[config.mk]
export PLATFORM = sky130hd
export DESIGN_NAME = muldiv_sequencer
export DESIGN_NICKNAME = d
export VERILOG_FILES = /design/src/rtl/muldiv_pkg.sv /design/src/rtl/muldiv_sequencer.sv
export SDC_FILE = /design/constraint.sdc
export NUM_CORES = 1
export LEC_CHECK = 0
export BUFFER_PORTS_ARGS = -buffer_cell sky130_fd_sc_hd__buf_2
export CORE_AREA = 2 2 131 133
export CTS_CLUSTER_DIAMETER = 50
export DETAILED_ROUTE_END_ITERATION = 6
export DIE_AREA = 0 0 133 135
export MAX_ROUTING_LAYER = met4
export PLACE_DENSITY_LB_ADDON = 0.3
export SETUP_SLACK_MARGIN = 0.5
export SLEW_MARGIN = 20
export SYNTH_ARGS = -nofsm -noshare
export SYNTH_HDL_FRONTEND = slang
export SYNTH_SLANG_ARGS = --single-unit
[constraint.sdc]
create_clock -name Clk -period 5.8 [get_ports Clk]
set_input_delay 0.29 -clock Clk [delete_from_list [all_inputs] [get_ports Clk]]
set_output_delay 0.29 -clock Clk [all_outputs]
set_load 0.02 [all_outputs]
[src/rtl/muldiv_pkg.sv]
// Shared types and default timing constants for the multiply/divide sequencer.
package muldiv_pkg;

    typedef enum logic [1:0] {
        OP_NOP  = 2'b00,
        OP_MULT = 2'b01,
        OP_DIV  = 2'b10,
        OP_RSVD = 2'b11
    } op_t;

    typedef enum logic [2:0] {
        ST_IDLE,
        ST_CLEAR,
        ST_RUN,
        ST_DRAIN,
        ST_DONE
    } state_t;

    localparam int DEF_RUN_CYCLES = 33;
    localparam int DEF_TIMEOUT    = 8;
    localparam int DEF_CNT_W      = 6;

endpackage

[src/rtl/muldiv_sequencer.sv]
// Drives the shared multi-cycle multiplier/divider for one request at a time and
// captures the 64-bit result into architectural Hi/Lo.
module muldiv_sequencer
    import muldiv_pkg::*;
#(
    parameter int RUN_CYCLES = DEF_RUN_CYCLES,
    parameter int TIMEOUT    = DEF_TIMEOUT,
    parameter int CNT_W      = DEF_CNT_W
) (
    input  logic        Clk,
    input  logic        Reset,
    input  logic        Req,
    input  logic [1:0]  Op,
    input  logic [31:0] OpA,
    input  logic [31:0] OpB,
    output logic        MultControl,
    output logic        MultReset,
    input  logic        MultDone,
    input  logic [31:0] MultHi,
    input  logic [31:0] MultLo,
    output logic        DivControl,
    output logic        DivReset,
    input  logic        DivDone,
    input  logic [31:0] DivHi,
    input  logic [31:0] DivLo,
    output logic [31:0] UnitA,
    output logic [31:0] UnitB,
    output logic [31:0] Hi,
    output logic [31:0] Lo,
    output logic        Busy,
    output logic        Done,
    output logic        DivZero,
    output logic        Timeout
);

    localparam logic [CNT_W-1:0] RUN_LAST = CNT_W'(RUN_CYCLES - 1);
    localparam logic [CNT_W-1:0] TO_LAST  = CNT_W'(TIMEOUT - 1);

    state_t            state_reg, state_next;
    logic [CNT_W-1:0]  cnt_reg, cnt_next;
    logic [31:0]       unit_a_reg, unit_a_next;
    logic [31:0]       unit_b_reg, unit_b_next;
    logic              sel_div_reg, sel_div_next;
    logic              div_zero_reg, div_zero_next;
    logic              timeout_reg, timeout_next;
    logic [31:0]       hi_reg, lo_reg;
    logic              hilo_load;
    logic              unit_done;
    op_t               op_in;

    // Index 0 is the multiplier, index 1 the divider.
    logic [1:0] unit_sel, unit_ctl, unit_clr;

    assign op_in     = op_t'(Op);
    assign unit_sel  = {sel_div_reg, ~sel_div_reg};
    assign unit_done = sel_div_reg ? DivDone : MultDone;

    genvar gi;
    generate
        for (gi = 0; gi < 2; gi++) begin : g_unit
            assign unit_ctl[gi] = unit_sel[gi] && (state_reg == ST_RUN);
            assign unit_clr[gi] = Reset || (unit_sel[gi] && (state_reg == ST_CLEAR));
        end
    endgenerate

    always_ff @(posedge Clk or posedge Reset) begin
        if (Reset) begin
            state_reg    <= ST_IDLE;
            cnt_reg      <= '0;
            unit_a_reg   <= '0;
            unit_b_reg   <= '0;
            sel_div_reg  <= 1'b0;
            div_zero_reg <= 1'b0;
            timeout_reg  <= 1'b0;
            hi_reg       <= '0;
            lo_reg       <= '0;
        end else begin
            state_reg    <= state_next;
            cnt_reg      <= cnt_next;
            unit_a_reg   <= unit_a_next;
            unit_b_reg   <= unit_b_next;
            sel_div_reg  <= sel_div_next;
            div_zero_reg <= div_zero_next;
            timeout_reg  <= timeout_next;
            if (hilo_load) begin
                hi_reg <= sel_div_reg ? DivHi : MultHi;
                lo_reg <= sel_div_reg ? DivLo : MultLo;
            end
        end
    end

    always_comb begin
        state_next    = state_reg;
        cnt_next      = cnt_reg;
        unit_a_next   = unit_a_reg;
        unit_b_next   = unit_b_reg;
        sel_div_next  = sel_div_reg;
        div_zero_next = div_zero_reg;
        timeout_next  = timeout_reg;
        hilo_load     = 1'b0;
        case (state_reg)
            ST_IDLE: begin
                if (Req && (op_in == OP_MULT || op_in == OP_DIV)) begin
                    unit_a_next   = OpA;
                    unit_b_next   = OpB;
                    sel_div_next  = (op_in == OP_DIV);
                    div_zero_next = 1'b0;
                    timeout_next  = 1'b0;
                    cnt_next      = '0;
                    // A zero divisor never reaches the divider.
                    if (op_in == OP_DIV && OpB == '0) begin
                        div_zero_next = 1'b1;
                        state_next    = ST_DONE;
                    end else begin
                        state_next = ST_CLEAR;
                    end
                end
            end
            ST_CLEAR: begin
                cnt_next   = '0;
                state_next = ST_RUN;
            end
            ST_RUN: begin
                if (cnt_reg == RUN_LAST) begin
                    cnt_next   = '0;
                    state_next = ST_DRAIN;
                end else begin
                    cnt_next = cnt_reg + 1'b1;
                end
            end
            ST_DRAIN: begin
                if (unit_done) begin
                    hilo_load  = 1'b1;
                    state_next = ST_DONE;
                end else if (cnt_reg == TO_LAST) begin
                    cnt_next     = '0;
                    timeout_next = 1'b1;
                    state_next   = ST_DONE;
                end else begin
                    cnt_next = cnt_reg + 1'b1;
                end
            end
            ST_DONE: begin
                state_next = ST_IDLE;
            end
            default: begin
                state_next = ST_IDLE;
            end
        endcase
    end

    assign MultControl = unit_ctl[0];
    assign DivControl  = unit_ctl[1];
    assign MultReset   = unit_clr[0];
    assign DivReset    = unit_clr[1];
    assign UnitA       = unit_a_reg;
    assign UnitB       = unit_b_reg;
    assign Hi          = hi_reg;
    assign Lo          = lo_reg;
    assign Busy        = (state_reg != ST_IDLE);
    assign Done        = (state_reg == ST_DONE);
    assign DivZero     = div_zero_reg;
    assign Timeout     = timeout_reg;

endmodule

==> results of run 1 <==
[report_power, final]
group / total (mW) / internal [mW] / switching [mW]
clock: 1.06 / 0.651 / 0.407
combinational: 1.98 / 0.797 / 1.18
sequential: 1.72 / 1.43 / 0.291
total: 4.76 / 2.88 / 1.88
[per-stage QoR]
| step | utilization, % | worst slack, ns | total power [mW] |
|---|---|---|---|
| final | 51.98 | 3.048 | 4.761 |
| after global routing | 51.98 | 2.839 | 5.049 |
| after CTS | 51.95 | 3.040 | 4.811 |
| after global placement | 48.37 | 3.170 | 3.695 |
| after detailed placement | 48.37 | 3.092 | 3.732 |
| after floorplan | - | 1.433 | 3.010 |
[worst paths after layout]
path,startpoint,end,slack [ns]
setup / recovery,sel_div_reg,Hi[17],3.05
hold / removal,OpA[10],UnitA[10],0.11
setup reg to reg,sel_div_reg,Hi[17],3.05
hold reg to reg,Hi[16],Hi[16],0.47
max in group asynchronous,Reset,UnitA[9],3.91
min in group asynchronous,Reset,UnitA[12],0.53
[cells in the mapped netlist (2+ instances only)]
library cell,number
buf_2,21
dfrtp_1,140
nor2_1,9
inv_1,6
nand4_1,4
o41ai_1,3
ha_1,3
clkbuf_1,9
buf_6,2
mux2i_1,65
nor4_1,7
o21a_1,2
nand2_1,73
o21ai_0,67
mux2_2,66
nor3_1,4
o21ai_1,3
nand3_1,9
[cell type report]
class / instances / area (sq um)
fillers: 1497 / 7879
diodes: 2 / 5.005
flip-flops and latches: 140 / 3507
clock buffers: 20 / 456.7
multi-input cells: 333 / 2429
clock inverters: 11 / 120.1
well taps: 220 / 275.3
repair buffers: 338 / 1704
inverters: 7 / 31.28
[repair_timing]
item	4_1_cts	5_1_grt
hold endpoints to repair	10	0
hold buffers	1	0
setup endpoints to repair	0	0
buffers inserted	0	0
[per-layer routing]
| layer | vias up | part of all wire [%] |
|---|---|---|
| met5 | - | 0 |
| met4 | 0 | 1.7 |
| met3 | 23 | 7.1 |
| met2 | 219 | 49 |
| met1 | 2371 | 42 |
| li1 | 2459 | - |
[critical path, cell delays in order, from the launching register on]
cell and delay [ns]:
dfrtp_4 0.81, mux2i_1 0.37, or2_4 0.31, buf_4 0.77, o21ai_0 0.26
[cells in the final DEF (no fill, tap or decap), drive strengths merged, types with 3 or more instances in the layout]
cell,count
dfrtp,140
clkinvlp,3
clkbuf,20
nor2,9
nand3,9
inv,7
nor3,4
mux2,66
nand4,4
nor4,7
mux2i,65
o41ai,3
o21ai,70
buf,337
clkinv,6
nand2,73
ha,3
[kinds of logic after synthesis]
logic type | Yosys count | share of synthesized area (%)
buf+inv | 40 | 3.154
simple gates | 116 | 8.417
fa+ha+maj | 3 | 0.6144
mux | 131 | 22.81
compound gates | 83 | 7.659
flops | 140 | 57.34
==> flow_metrics.tcl, run 1 <==
set metrics [dict create \
    clk_pin_slew_ns 0.06 \
    slew_headroom_pct 36.21 \
    rsz0062_at_grt "false" \
    synth_top_cells_by_area "dfrtp_1 57%, mux2_2 12%, mux2i_1 11%" \
    synth_ff_type "dfrtp_1" \
    ys_ff_latch 140 \
    wl_um 17460 \
    wl_per_cell_um 16.30 \
    worst_r2r_path_depth 4 \
    period_minus_slack_ns 2.752 \
    cap_violations 0 \
    num_vias 5072 \
    grt_pass1_vias 5121 \
    synth_edf_count 0 \
    instances_no_fill 1071 \
    vdd_drop_max_v 0.0002752 \
    cts_root_buffer "clkbuf_16" \
    via_per_inst 4.736 \
    place_area_sq_um 7936 \
    synth.avg_cell_area_sq_um 11.91 \
    initial_utilization_pct 37.24 \
    fp.dieW_um 133 \
    die_h_um 135 \
    startpoint_type "flop" \
    cts_num_sinks 140 \
    fin_setup_tns_ns 0 \
    synth_top_cell_by_area "dfrtp_1" \
    dp_hpwl_um 13220 \
    stdcell_area_sq_um 8528 \
    grtUsageMet1_pct 24.02 \
    fin_crit_sh_pct 47.44 \
    synthArstFlopShare_pct 100.0 \
    row_count 47 \
    outcome "finished clean" \
    synth_top_area_share_pct 57.34 \
    drc_errors 0 \
    ys_warn_count 0 \
    grt-ovfl-total 0 \
    post_cts_resized 0 \
    tritoncts "built" \
    drt-pass1-iter-count 4 \
    grt_antenna_before_repair 2 \
    crit_path_end_kind "flop" \
    core_area_sq_um 16410 \
    fmax_mhz 363.4 \
    dp.cells 1037 \
    skew_ns 0.009750 \
    syn2layout_area_growth_pct 39.59 \
    met3_usage_pct 4.992 \
    hold_path.class "in -> reg" \
    holdWs_ns 0.1056 \
    critPathKind "reg -> reg" \
    synthesis.nets 715 \
    cp_max_fo 113 \
    powerDensity_nw_per_um2 558.3 \
    clock_path_buffers 2 \
    grtUsageMet2_pct 32.47 \
    worstSkewPairLatency_ns 0.41 \
    setup_violations 0 \
    worst_pin_slew_ns 0.9569 \
    grt_max_degree 114 \
    ios 335 \
    routabilityCongestion 0.8294 \
    drtIter0Drc 145 \
    port_buffers 334 \
    grt_usage_pct 19.94 \
    finalHoldViolCount 0 \
    busiest_layer "met2" \
    p_leak_nw 4.345 \
    num-nets-final 1039 \
    cts.htree.levels 4 \
    drv_slew 0 \
    required_ns 6.03 \
    grt_pass1_wl_um 26750 \
    worstPathArrival_ns 2.98 \
    die_area_sq_um 17960 \
    min_path_cells 2 \
    drive_above_1_share_pct 52.06 \
    ys_types 38 \
    cts_buffers 17 \
    syn_area_sq_um 6110 \
    synth_cells 513 \
    ant_nets 0 \
    ys_seq_area_share_pct 57.34 \
]
Note: power is estimated with default switching activity, not from simulation.
==> inputs of run 2 (changes only) <==
clock period = 2.3 ns   (was 5.8 ns; I/O delays follow)
==> run 2 against run 1 <==
Net effect: routed wire length grew 15%; final area grew 18%; global-route usage grew 2.8 points; combinational power grew to 2.9 times the previous value; final cell count grew 13%; sequential share of layout area shrank 6.3 points; core utilization grew 9.4 points.
==> flow_metrics.tcl, run 2 (synthesis results as in run 1) <==
set metrics [dict create \
    p_leak_nw 4.991 \
    die_h_um 135 \
    stdcell_area_sq_um 10070 \
    syn2layout_area_growth_pct 64.84 \
    n_fill_cell 1319 \
    worst_pin_slew_ns 0.6314 \
    clock_path_buffers 2 \
    finalHoldViolCount 0 \
    cts_root_buffer "clkbuf_16" \
    worst_r2r_path_depth 4 \
    wl_per_cell_um 16.54 \
    routabilityCongestion 0.8408 \
    worstSkewPairLatency_ns 0.42 \
    vdd_drop_max_v 0.0007829 \
    startpoint_type "flop" \
    wl_um 20070 \
    p_sw_share_pct 40.03 \
    worstPathArrival_ns 2.07 \
    ios 335 \
    switching_power_mw 5.058 \
    num-nets-final 1179 \
    initial_utilization_pct 37.24 \
    dp_hpwl_um 13170 \
    holdWs_ns 0.01101 \
    outcome "finished clean" \
    fmax_mhz 565.4 \
    cap_violations 0 \
    drtIter0Drc 244 \
    fin_crit_sh_pct 76.90 \
    tritoncts "built" \
    min_path_cells 3 \
    ant_nets 0 \
    num_vias 5793 \
    core_area_sq_um 16410 \
    place_area_sq_um 8040 \
    fp.dieW_um 133 \
    row_count 47 \
    die_area_sq_um 17960 \
    power_frac_clock_pct 21.6 \
    setup_violations 0 \
    crit_path_end_kind "flop" \
    drt-pass1-iter-count 4 \
    slew_headroom_pct 57.35 \
    grt_usage_pct 22.74 \
    cts_buffers 17 \
    fin_util_pct 61.38 \
    cts.htree.levels 4 \
    layout_common_cells "334 x buf_2, 139 x dfrtp_1, 132 x dlygate4sd3_1" \
    final_common_cell "buf_2" \
    skew_ns 0.007011 \
    period_minus_slack_ns 1.769 \
    powerDensity_nw_per_um2 1255 \
    combPwrFrac_pct 44.8 \
    port_buffers 334 \
    hold_path.class "in -> reg" \
    grt-ovfl-total 0 \
    cts_num_sinks 140 \
    grt_pass1_vias 6041 \
    grt_antenna_before_repair 3 \
    grt_max_degree 74 \
    power_frac_seq_pct 33.7 \
    required_ns 2.60 \
    p_int_mw 7.577 \
    critPathKind "reg -> reg" \
    drc_errors 0 \
    drive_above_1_share_pct 46.16 \
    clk_pin_slew_ns 0.06 \
    fin_total_pwr_mw 12.64 \
    cp_max_fo 7 \
    grt_pass1_wl_um 30920 \
    via_per_inst 4.776 \
    drv_slew 0 \
    rsz0062_at_grt "true" \
]
-- run 2: cell types whose count changed in the layout (fill, tap and decap cells not counted), sizes merged, moves of 2 or more --
cell / previous run / this run
dlygate4sd3: 1 / 132
inv: 7 / 11
clkbuf: 20 / 18
buf: 337 / 343
-- run 2: worst max-delay path, stage by stage, from the launching register on --
cell and delay (ns):
dfrtp_1 0.43, nand2b_1 0.26, a41oi_1 0.55, nand3_1 0.21, and3_1 0.21
-- run 2: metal layers --
metal | share of wire, % | track usage [%]
met5 | 0 | -
met4 | 2.2 | 9.020
met3 | 6.9 | 6.006
met2 | 50 | 38.69
met1 | 40 | 25.69
-- run 2: area by class of cell --
cell class	count	area [sq um]	area share (%)
multi-input combinational	333	2456	24.39
tap	220	275.3	2.733
timing repair inverter	1	5.005	0.04970
clock inverter	15	160.2	1.590
inverter	7	30.03	0.2982
sequential	140	3507	34.82
antenna	3	7.507	0.07454
clock buffer	17	425.4	4.224
timing repair buffer	477	3204	31.82
-- run 2: final timing paths --
check	startpoint	end	slack (ns)
worst min-delay path	MultLo[27]	Lo[27]	0.01
min in group asynchronous	Reset	Lo[21]	0.25
max in group asynchronous	Reset	UnitB[20]	1.38
worst min register to register	Hi[26]	Hi[26]	0.47
worst max register to register	state_reg[2]	state_reg[2]	0.53
worst max-delay path	state_reg[2]	state_reg[2]	0.53
-- run 2: power by group through the flow --
stage,clock [mW],combinational (mW),sequential (mW)
2_1_floorplan,0,2.03,5.56
3_3_place_gp,0,5.20,4.18
3_5_place_dp,0,5.24,4.24
4_1_cts,2.79,5.56,4.22
5_1_grt,2.91,6.04,4.40
6_report,2.72,5.66,4.25
-- run 2: what timing repair did --
action | 4_1_cts | 5_1_grt
pin swaps | 0 | 1
hold endpoints to repair | 118 | 1
buffers inserted | 0 | 2
hold buffers | 131 | 1
gates resized for setup | 2 | 5
setup endpoints to repair | 5 | 24
gates cloned | 1 | 2
-- run 2: per-stage QoR --
step / setup TNS [ns] / instances / worst slack (ns)
after floorplan: -1.139 / 513 / -0.5695
after global placement: 0 / 1041 / 0.4786
after detailed placement: 0 / 1041 / 0.4392
after CTS: 0 / 1205 / 0.4509
after global routing: 0 / 1213 / 0.4601
final: 0 / 1213 / 0.5313
==> inputs of run 3 (changes only) <==
clock period = 1.79 ns   (was 2.3 ns; I/O delays follow)
==> run 3 against run 2 <==
Net effect: the flow now finishes with violations (hold timing); worst setup slack worse by 0.39 ns; clock skew hardly changed; via count is 12% higher; count of clock-buffer cells in the layout stayed put; non-clock buffer count is 102 higher; clock power is 31% higher; final area is 15% higher; final cell count is 8.7% higher; highest routed layer unchanged.
==> flow_metrics.tcl, run 3 (synthesis results as in run 1) <==
set metrics [dict create \
    die_h_um 135 \
    max_stage_delay_ns 0.52 \
    drv_slew 0 \
    pre_cts_ws_ns 0.07694 \
    crit_path_end_kind "flop" \
    fin_crit_sh_pct 92.09 \
    grt-ovfl-total 0 \
    violations "hold timing" \
    initial_utilization_pct 37.24 \
    cts_num_sinks 140 \
    cp_max_fo 5 \
    drc_errors 0 \
    ant_nets 0 \
    fp.dieW_um 133 \
    dp_hpwl_um 13510 \
    fmax_mhz 606.7 \
    wl_um 24680 \
    finalHoldViolCount 1 \
    period_minus_slack_ns 1.648 \
    critPathKind "reg -> reg" \
    core_area_sq_um 16410 \
    row_count 47 \
    startpoint_type "flop" \
    grt_pass1_vias 6722 \
    num-nets-final 1281 \
    ios 335 \
    wl_per_cell_um 18.72 \
    place_area_sq_um 8198 \
    clk_pin_slew_ns 0.07 \
    slew_headroom_pct 68.73 \
    port_buffers 334 \
    via_per_inst 4.943 \
    powerDensity_nw_per_um2 1530 \
    cap_violations 0 \
    grt_antenna_before_repair 6 \
    p_leak_nw 5.641 \
    worstPathArrival_ns 1.99 \
    drt-pass1-iter-count 5 \
    worstSkewPairLatency_ns 0.43 \
    tritoncts "built" \
    fin_util_pct 70.65 \
    final_common_cell "buf_2" \
    cp_cell_sequence "mux2i_4 -> or2_4 -> buf_12 -> buf_16 -> o21ai_0" \
    worst_pin_slew_ns 0.4648 \
    cp_slowest_cell "dfrtp_4" \
    syn2layout_area_growth_pct 89.72 \
    setup_violations 0 \
    cts.htree.levels 4 \
    holdWs_ns -0.01594 \
    rsz0062_at_grt "true" \
    vdd_drop_max_v 0.001032 \
    num_vias 6515 \
    outcome "finished, violations left" \
    layout_common_cells "328 x buf_2, 190 x dlygate4sd3_1, 136 x dfrtp_1" \
    grt_max_degree 73 \
    skew_ns 0.006846 \
    required_ns 2.13 \
    die_area_sq_um 17960 \
    cts_buffers 17 \
    routabilityCongestion 0.8193 \
    hold_path.class "in -> reg" \
    cts_root_buffer "clkbuf_16" \
    clock_path_buffers 2 \
    stdcell_area_sq_um 11590 \
    drive_above_1_share_pct 51.28 \
    grt_usage_pct 25.61 \
    grt_pass1_wl_um 34390 \
    postLayoutSetupSlackWorst_ns 0.1416 \
    fin_total_pwr_mw 17.74 \
    drtIter0Drc 217 \
]
## run 3: cell types whose count changed in the layout (fill, tap and decap cells not counted), sizes merged
| cell | previous run | this run |
|---|---|---|
| buf | 343 | 379 |
| or2 | 2 | 3 |
| diode | 3 | 6 |
| bufbuf | 1 | 2 |
| clkinvlp | 4 | 5 |
| dlygate4sd3 | 132 | 190 |
| clkbuf | 18 | 25 |
| clkinv | 6 | 4 |
## run 3: timing repair
| action | CTS | global route |
|---|---|---|
| setup endpoints to repair | 146 | 146 |
| setup buffers | 13 | 9 |
| cloned | 3 | 12 |
| endpoints found under the hold margin | 267 | 2 |
| pin swaps | 6 | 29 |
| hold buffers | 187 | 3 |
| resized for setup | 22 | 99 |
## run 3: stage by stage
stage / cells / setup TNS [ns]
after floorplan: 513 / -11.39
after global placement: 1053 / 0
after detailed placement: 1053 / 0
after CTS: 1288 / 0
after global routing: 1318 / 0
final: 1318 / 0
## run 3: path summary, 6_finish.rpt
kind,cells past startpoint,slack (ns),startpoint,endpoint
max,5,0.14,sel_div_reg,Hi[7]
min,3,-0.02,DivHi[25],Hi[25]
max reg2reg,5,0.14,sel_div_reg,Hi[7]
min reg2reg,2,0.47,Lo[1],Lo[1]
max in group asynchronous,4,0.95,Reset,Lo[26]
min in group asynchronous,4,0.46,Reset,UnitB[3]
## run 3: critical path: cells and delay by family, from the launching register on
family,cells,cell delay [ns]
AND/OR/NAND/NOR,1,0.32
AO/OA/AOI/OAI,1,0.20
flip-flops,1,0.52
buffers and inverters,2,0.30
multiplexers,1,0.22
## run 3: metal layers
metal,wire [um],GRT usage (%)
met1,9234,27.43
met2,12880,45.77
met3,1782,7.057
met4,781,8.841
met5,0,-
## run 3: cell type report
cell class	count	area, sq um
fill	1093	4816
timing repair buffer	579	4412
sequential	140	3511
multi-input combinational	334	2761
clock buffer	17	425.4
tap	220	275.3
clock inverter	15	161.4
inverter	7	30.03
antenna	6	15.01
## run 3: power by group
group	switching (mW)	leakage [nW]	internal, mW
logic	4.81	3.65	3.81
clock network	1.49	0.277	2.07
registers	0.916	1.71	4.64
